[src/rtl/exer_bg_strip_engine.sv]
// Background strip renderer: CHANNELS strip channels sharing one arbitrated 2bpp ROM port, plus a priority mux.
// Optional build macro EXER_BG_UNDERRUN_PROTECT_EN: an underrunning channel repeats its last pixel instead of 0.

module exer_bg_strip_chan #(
  parameter int HI_W  = 8,
  parameter int LEN_W = 8
) (
  input  logic            clk_sys,
  input  logic            reset,
  input  logic            pix_ce,
  input  logic            line_start,
  input  logic            r2UP,
  input  logic            wr_hi,
  input  logic            wr_lo,
  input  logic            wr_len,
  input  logic [7:0]      reg_data,
  input  logic            fill,
  input  logic            fill_slot,
  input  logic [7:0]      fill_data,
  output logic            need,
  output logic            need_slot,
  output logic [HI_W+4:0] fetch_addr,
  output logic            inval,
  output logic [1:0]      pix,
  output logic            underrun
);
  logic [HI_W-1:0]  hi;
  logic [7:0]       lo_base, lo, cur, nxt;
  logic [LEN_W-1:0] len, cnt;
  logic             cur_v, nxt_v, active, step, shift;
  logic [5:0]       nxt_idx;
  logic [1:0]       cur_pix;
`ifdef EXER_BG_UNDERRUN_PROTECT_EN
  logic [1:0]       last_pix;
`endif

  assign active     = cnt != '0;
  assign step       = pix_ce & active;
  assign shift      = step & (r2UP ? (lo[1:0] == 2'b00) : (lo[1:0] == 2'b11));
  assign inval      = line_start | shift;
  assign nxt_idx    = r2UP ? lo[7:2] - 6'd1 : lo[7:2] + 6'd1;
  // bit 5 of a byte index is lo[7]: those bytes are blank and never fetched
  assign need_slot  = cur_v;
  assign need       = active & (cur_v ? (!nxt_v & !nxt_idx[5]) : !lo[7]);
  assign fetch_addr = {hi, cur_v ? nxt_idx[4:0] : lo[6:2]};
  assign cur_pix    = {cur[{1'b1, lo[1:0]}], cur[{1'b0, lo[1:0]}]};

  always_comb begin
    pix = 2'b00;
    if (active) begin
      if (cur_v) pix = cur_pix;
`ifdef EXER_BG_UNDERRUN_PROTECT_EN
      else       pix = last_pix;
`endif
    end
  end

  always_ff @(posedge clk_sys) begin
    if (reset) begin
      hi <= '0; lo_base <= '0; len <= '0; lo <= '0; cnt <= '0;
      cur <= '0; nxt <= '0; cur_v <= 1'b0; nxt_v <= 1'b0; underrun <= 1'b0;
`ifdef EXER_BG_UNDERRUN_PROTECT_EN
      last_pix <= '0;
`endif
    end else begin
      if (wr_hi)  hi      <= reg_data[HI_W-1:0];
      if (wr_lo)  lo_base <= reg_data;
      if (wr_len) len     <= reg_data[LEN_W-1:0];
      if (line_start) begin
        // a same-cycle register write is the value the new line starts from
        lo    <= wr_lo  ? reg_data : lo_base;
        cnt   <= wr_len ? reg_data[LEN_W-1:0] : len;
        cur_v <= 1'b0;
        nxt_v <= 1'b0;
      end else begin
        if (step) begin
          lo  <= r2UP ? lo - 8'd1 : lo + 8'd1;
          cnt <= cnt - 1'b1;
          if (!cur_v) underrun <= 1'b1;
`ifdef EXER_BG_UNDERRUN_PROTECT_EN
          else        last_pix <= cur_pix;
`endif
        end
        if (shift) begin
          cur   <= nxt;
          cur_v <= nxt_v;
          nxt_v <= 1'b0;
        end else begin
          if (!cur_v && lo[7]) begin
            cur <= 8'h00; cur_v <= 1'b1;
          end else if (fill && !fill_slot) begin
            cur <= fill_data; cur_v <= 1'b1;
          end
          if (cur_v && !nxt_v && nxt_idx[5]) begin
            nxt <= 8'h00; nxt_v <= 1'b1;
          end else if (fill && fill_slot) begin
            nxt <= fill_data; nxt_v <= 1'b1;
          end
        end
      end
    end
  end
endmodule

module exer_bg_strip_engine #(
  parameter int CHANNELS = 4,
  parameter int HI_W     = 8,
  parameter int LEN_W    = 8,
  localparam int CW      = (CHANNELS > 1) ? $clog2(CHANNELS) : 1
) (
  input  logic                clk_sys,
  input  logic                reset,
  input  logic                pix_ce,
  input  logic                line_start,
  input  logic                r2UP,
  input  logic                nVDSP,
  input  logic                reg_we,
  input  logic [CW-1:0]       reg_ch,
  input  logic [1:0]          reg_field,
  input  logic [7:0]          reg_data,
  output logic                rom_req,
  output logic [CW-1:0]       rom_ch,
  output logic [HI_W+4:0]     rom_addr,
  input  logic                rom_ack,
  input  logic [7:0]          rom_data,
  output logic [1:0]          bg_pix,
  output logic [CW-1:0]       bg_ch,
  output logic [7:0]          scene,
  output logic [CHANNELS-1:0] underrun
);
  typedef enum logic {IDLE, REQ} arb_t;
  arb_t state, state_n;

  logic [CHANNELS-1:0]            need, need_slot, inval, fill, wr_hi, wr_lo, wr_len;
  logic [CHANNELS-1:0][HI_W+4:0]  fetch_addr;
  logic [CHANNELS-1:0][1:0]       pix;
  logic [CW-1:0]                  last_gnt, pick, cand, win_ch;
  logic                           pick_v, req_slot, stale;
  logic [1:0]                     win_pix;

  for (genvar g = 0; g < CHANNELS; g++) begin : g_ch
    assign wr_hi[g]  = reg_we && reg_field == 2'b00 && reg_ch == CW'(g);
    assign wr_lo[g]  = reg_we && reg_field == 2'b01 && reg_ch == CW'(g);
    assign wr_len[g] = reg_we && reg_field == 2'b10 && reg_ch == CW'(g);
    // data for a slot invalidated while the request was outstanding is dropped
    assign fill[g]   = state == REQ && rom_ack && !stale && !inval[g] && rom_ch == CW'(g);

    exer_bg_strip_chan #(.HI_W(HI_W), .LEN_W(LEN_W)) u_ch (
      .clk_sys(clk_sys), .reset(reset), .pix_ce(pix_ce), .line_start(line_start), .r2UP(r2UP),
      .wr_hi(wr_hi[g]), .wr_lo(wr_lo[g]), .wr_len(wr_len[g]), .reg_data(reg_data),
      .fill(fill[g]), .fill_slot(req_slot), .fill_data(rom_data),
      .need(need[g]), .need_slot(need_slot[g]), .fetch_addr(fetch_addr[g]),
      .inval(inval[g]), .pix(pix[g]), .underrun(underrun[g])
    );
  end

  // round-robin: scan downward so the nearest channel after last_gnt wins
  always_comb begin
    pick   = '0;
    pick_v = 1'b0;
    cand   = '0;
    for (int i = CHANNELS; i >= 1; i--) begin
      cand = CW'((int'(last_gnt) + i) % CHANNELS);
      if (need[cand]) begin
        pick   = cand;
        pick_v = 1'b1;
      end
    end
  end

  always_comb begin
    state_n = state;
    case (state)
      IDLE:    if (pick_v)  state_n = REQ;
      REQ:     if (rom_ack) state_n = IDLE;
      default: state_n = IDLE;
    endcase
  end

  assign rom_req = state == REQ;

  always_ff @(posedge clk_sys) begin
    if (reset) begin
      state    <= IDLE;
      rom_ch   <= '0;
      rom_addr <= '0;
      req_slot <= 1'b0;
      stale    <= 1'b0;
      last_gnt <= CW'(CHANNELS - 1);
    end else begin
      state <= state_n;
      if (state == IDLE && pick_v) begin
        rom_ch   <= pick;
        rom_addr <= fetch_addr[pick];
        req_slot <= need_slot[pick];
        stale    <= inval[pick];
        last_gnt <= pick;
      end else if (state == REQ) begin
        stale    <= stale | inval[rom_ch];
      end
    end
  end

  always_comb begin
    win_pix = 2'b00;
    win_ch  = '0;
    for (int i = CHANNELS - 1; i >= 0; i--) begin
      if (pix[i] != 2'b00) begin
        win_pix = pix[i];
        win_ch  = CW'(i);
      end
    end
  end

  always_ff @(posedge clk_sys) begin
    if (reset) begin
      bg_pix <= '0;
      bg_ch  <= '0;
      scene  <= '0;
    end else begin
      if (reg_we && reg_field == 2'b11) scene <= reg_data;
      if (pix_ce) begin
        bg_pix <= nVDSP ? 2'b00 : win_pix;
        bg_ch  <= nVDSP ? '0    : win_ch;
      end
    end
  end
endmodule
[config.mk]
export PLATFORM = sky130hd
export DESIGN_NAME = exer_bg_strip_engine
export DESIGN_NICKNAME = d
export VERILOG_FILES = /design/src/rtl/exer_bg_strip_engine.sv
export SDC_FILE = /design/constraint.sdc
export NUM_CORES = 1
export LEC_CHECK = 0
export ABC_AREA = 1
export CORE_MARGIN = 8
export CORE_UTILIZATION = 25
export CTS_BUF_LIST = sky130_fd_sc_hd__clkbuf_8
export DETAILED_ROUTE_END_ITERATION = 6
export PLACE_DENSITY = 0.42
export SLEW_MARGIN = 20
export SYNTH_ARGS = -nofsm -noshare
export SYNTH_HDL_FRONTEND = slang
export SYNTH_HIERARCHICAL = 1
export SYNTH_SLANG_ARGS = --single-unit
[constraint.sdc]
create_clock -name clk_sys -period 3.5 [get_ports clk_sys]
set_input_delay 0.7 -clock clk_sys [delete_from_list [all_inputs] [get_ports clk_sys]]
set_output_delay 0.7 -clock clk_sys [all_outputs]
set_load 0.005 [all_outputs]
==> reports/qor.yml <==
htree_levels: 2
synth_cells: 2213
ir_drop_uv: 394
nets: 2410
critPathArrivalTime_ns: 3.44
synth_top_area_cell: "dfxtp_1"
path_buf_inv: 4
core_area_mm2: 0.0599
drt_pre_antenna_iters: 5
wl_um: 49800
ys_types: 48
clockBufferDepth: 3
finalInstanceArea_mm2: 0.0181
worstPathRequired_ns: 4.04
r2r-end: "rom_addr[6]"
maxCapViolations: 0
post_dp_cell_area_mm2: 0.0169
async_reset_ff_share_pct: 0
reg2reg_slack_ns: 0.60
multi_input_area_mm2: 0.00817
num_vias: 14200
ctsResizeCount: 0
seq_area_mm2: 0.00537
drive_above_1_share_pct: 14.4
ant_nets: 0
boundaryPins: 60
crit_chain: "ha_1 > nand2_1 > inv_1 > nand2_1 > nand4_2 > a21oi_1 > o21ai_0 > nor2_1 > inv_1 > o21ai_2 > nand2_1 > nand2_2 > nand2_4 > nand2_2 > nand2_4 > nand2_8 > buf_12 > a21oi_1 > o21ai_1 > nand3_1 > nand2_1 > inv_1"
ys_seq_area_share_pct: 35.7
hold_depth: 2
clock.fmax_mhz: 345
slowest_delay_ns: 0.38
synth_edf_count: 0
worst_pin_slew_ns: 0.967
crit_path_end_kind: "flip-flop"
io_buffer_count: 59
hp-class: "flip-flop to flip-flop"
rsz0062_at_grt: "no"
cp_common_cell: "nand2_1"
postCtsSetupRepairBufs: 0
drc_errors: 0
rows: 90
grt_antenna_before_repair: 1
mostFrequentLayoutCells: "nand2_1, nor2_1, dfxtp_1"
syn_avg_cell_area_um2: 6.79
initial_core_util_pct: 25.1
finalCritPeriodShare_pct: 82.8
hold-path-endpoint: "scene[5]"
grt_max_degree: 49
clock_latency_ns: 0.65
ys_top_cells_by_area: "dfxtp_1, nand2_1, nor2_1, a21oi_1, inv_1"
drt-initial-drc-count: 903
final_common_cell: "nand2_1"
clock_skew_ns: 0.0312
hold_viol_final: 0
crit_family: "simple AND/OR/NAND/NOR gates"
yosysTopAreaCellShare_pct: 35.7
synth_ff_type: "dfxtp_1"
worstSetupPathType: "flip-flop to flip-flop"
crit_slowest_cell: "dfxtp_1"
root_buffer: "clkbuf_8"
yosys_warnings: 6
period_minus_slack_ns: 2.90
place_congestion: 0.832
post-route-util_pct: 30.2
power.leakage_uw: 0.00808
startpoint_type: "flip-flop"
r2r-start: "g_ch[3].u_ch/lo[6]"
p_per_area_mw_per_mm2: 604
slew_headroom_pct: 35.3
min_from: "scene[5]"
ys_seq_elements: 268
wl_per_cell_um: 15.7
finalMaxSlewViolations: 0
syn-num-nets: 2281
r2r_cells: 22
die_h_um: 261
crit_fanout: 24
dieArea_mm2: 0.0682
grt-ovfl-total: 0
status: "finished clean"
area_delta_synth_final_pct: 20.1
vias_per_cell: 4.49
grt_pass1_vias: 13400
clkSinkCount: 268
numCtsBuffers: 52
grt_pass1_wl_um: 77600
die_x_um: 261
synth_area_mm2: 0.0150
setup_viol: 0
globalRouteTotalUtil_pct: 14.4
total_power_uw: 10900
n_fill_cell: 6585
hold_buffers: 0
clkTransAtPathRegs_ns: 0.06
dp_hpwl_um: 37000
cts_tree: "built"
## per-stage QoR
step | cells | hold WS, ns | worst slack, ns | setup TNS, ns
floorplan | 2213 | 0.440 | 0.469 | 0
global placement | 3070 | 0.439 | 0.00255 | 0
detailed placement | 3070 | 0.445 | -0.0441 | -0.423
CTS | 3163 | 0.454 | 0.548 | 0
global route | 3164 | 0.474 | 0.255 | 0
finish | 3167 | 0.451 | 0.604 | 0
## power by group
| group | switching, uW | total [uW] | internal [uW] | leakage (uW) |
|---|---|---|---|---|
| Combinational | 2350 | 3880 | 1530 | 0.00526 |
| Sequential | 255 | 3580 | 3330 | 0.00218 |
| Clock | 1470 | 3450 | 1980 | 0.000643 |
## how the worst max path moves through the flow
stage	startpoint	end	slack, ns	cells after the start
finish	g_ch[3].u_ch/lo[6]	rom_addr[6]	0.60	22
global route	g_ch[3].u_ch/lo[6]	rom_addr[10]	0.26	22
CTS	g_ch[3].u_ch/lo[6]	stale	0.55	22
detailed placement	r2UP	rom_addr[11]	-0.04	23
global placement	r2UP	rom_addr[8]	0.003	23
floorplan	r2UP	req_slot	0.47	22
## sequential cells by signal, indices dropped and copies added, names as in the netlist, 2 cells and up
name,flops
g_ch.u_ch/cnt,32
g_ch.u_ch/cur,32
g_ch.u_ch/hi,32
g_ch.u_ch/len,32
g_ch.u_ch/lo,32
g_ch.u_ch/lo_base,32
g_ch.u_ch/nxt,32
rom_addr,13
scene,8
g_ch.u_ch/need_slot,4
g_ch.u_ch/nxt_v,4
g_ch.u_ch/underrun,4
bg_ch,2
bg_pix,2
last_gnt,2
rom_ch,2
## cells in the mapped netlist, types with 12 or more instances
library cell	instances
o22ai_1	12
o21ai_1	27
o21ai_0	164
inv_2	30
or2_2	24
nand2_1	505
a31oi_1	25
nor2_1	295
buf_6	16
ha_1	32
buf_2	20
nand3_1	94
xor2_1	44
clkbuf_1	37
a21oi_2	20
a21oi_1	196
dfxtp_1	268
nand2_2	38
inv_1	231
## tightest hold or removal path: stages (launching register included)
cell	delay, ns
dfxtp_1	0.31
inv_1	0.05
a21oi_1	0.05
## layer usage
metal,vias to the layer above,part of all wire [%],GRT usage (%)
li1,7360,-,-
met3,78,4.9,2.63
met2,291,42,22.0
met1,6502,51,20.6
met4,0,2.5,4.13
met5,-,0,0
## area by class of cell
type,instances,share of cell area [%]
clock inverters,24,1.06
diodes,4,0.0554
repair buffers,155,7.70
inverters,267,5.59
clock buffers,69,5.26
flip-flops and latches,268,29.7
well taps,782,5.42
multi-input cells,1598,45.2
## cell families after synthesis
kind of cell | share of synthesized area [%]
and+or+nand+nor | 30.6
AOI/OAI and AO/OA | 17.2
buffers and inverters | 10.0
DFF | 35.7
xor gates and xnor gates | 2.80
adders and majority gates | 3.73
No activity file was read; power rests on OpenSTA's default activity.
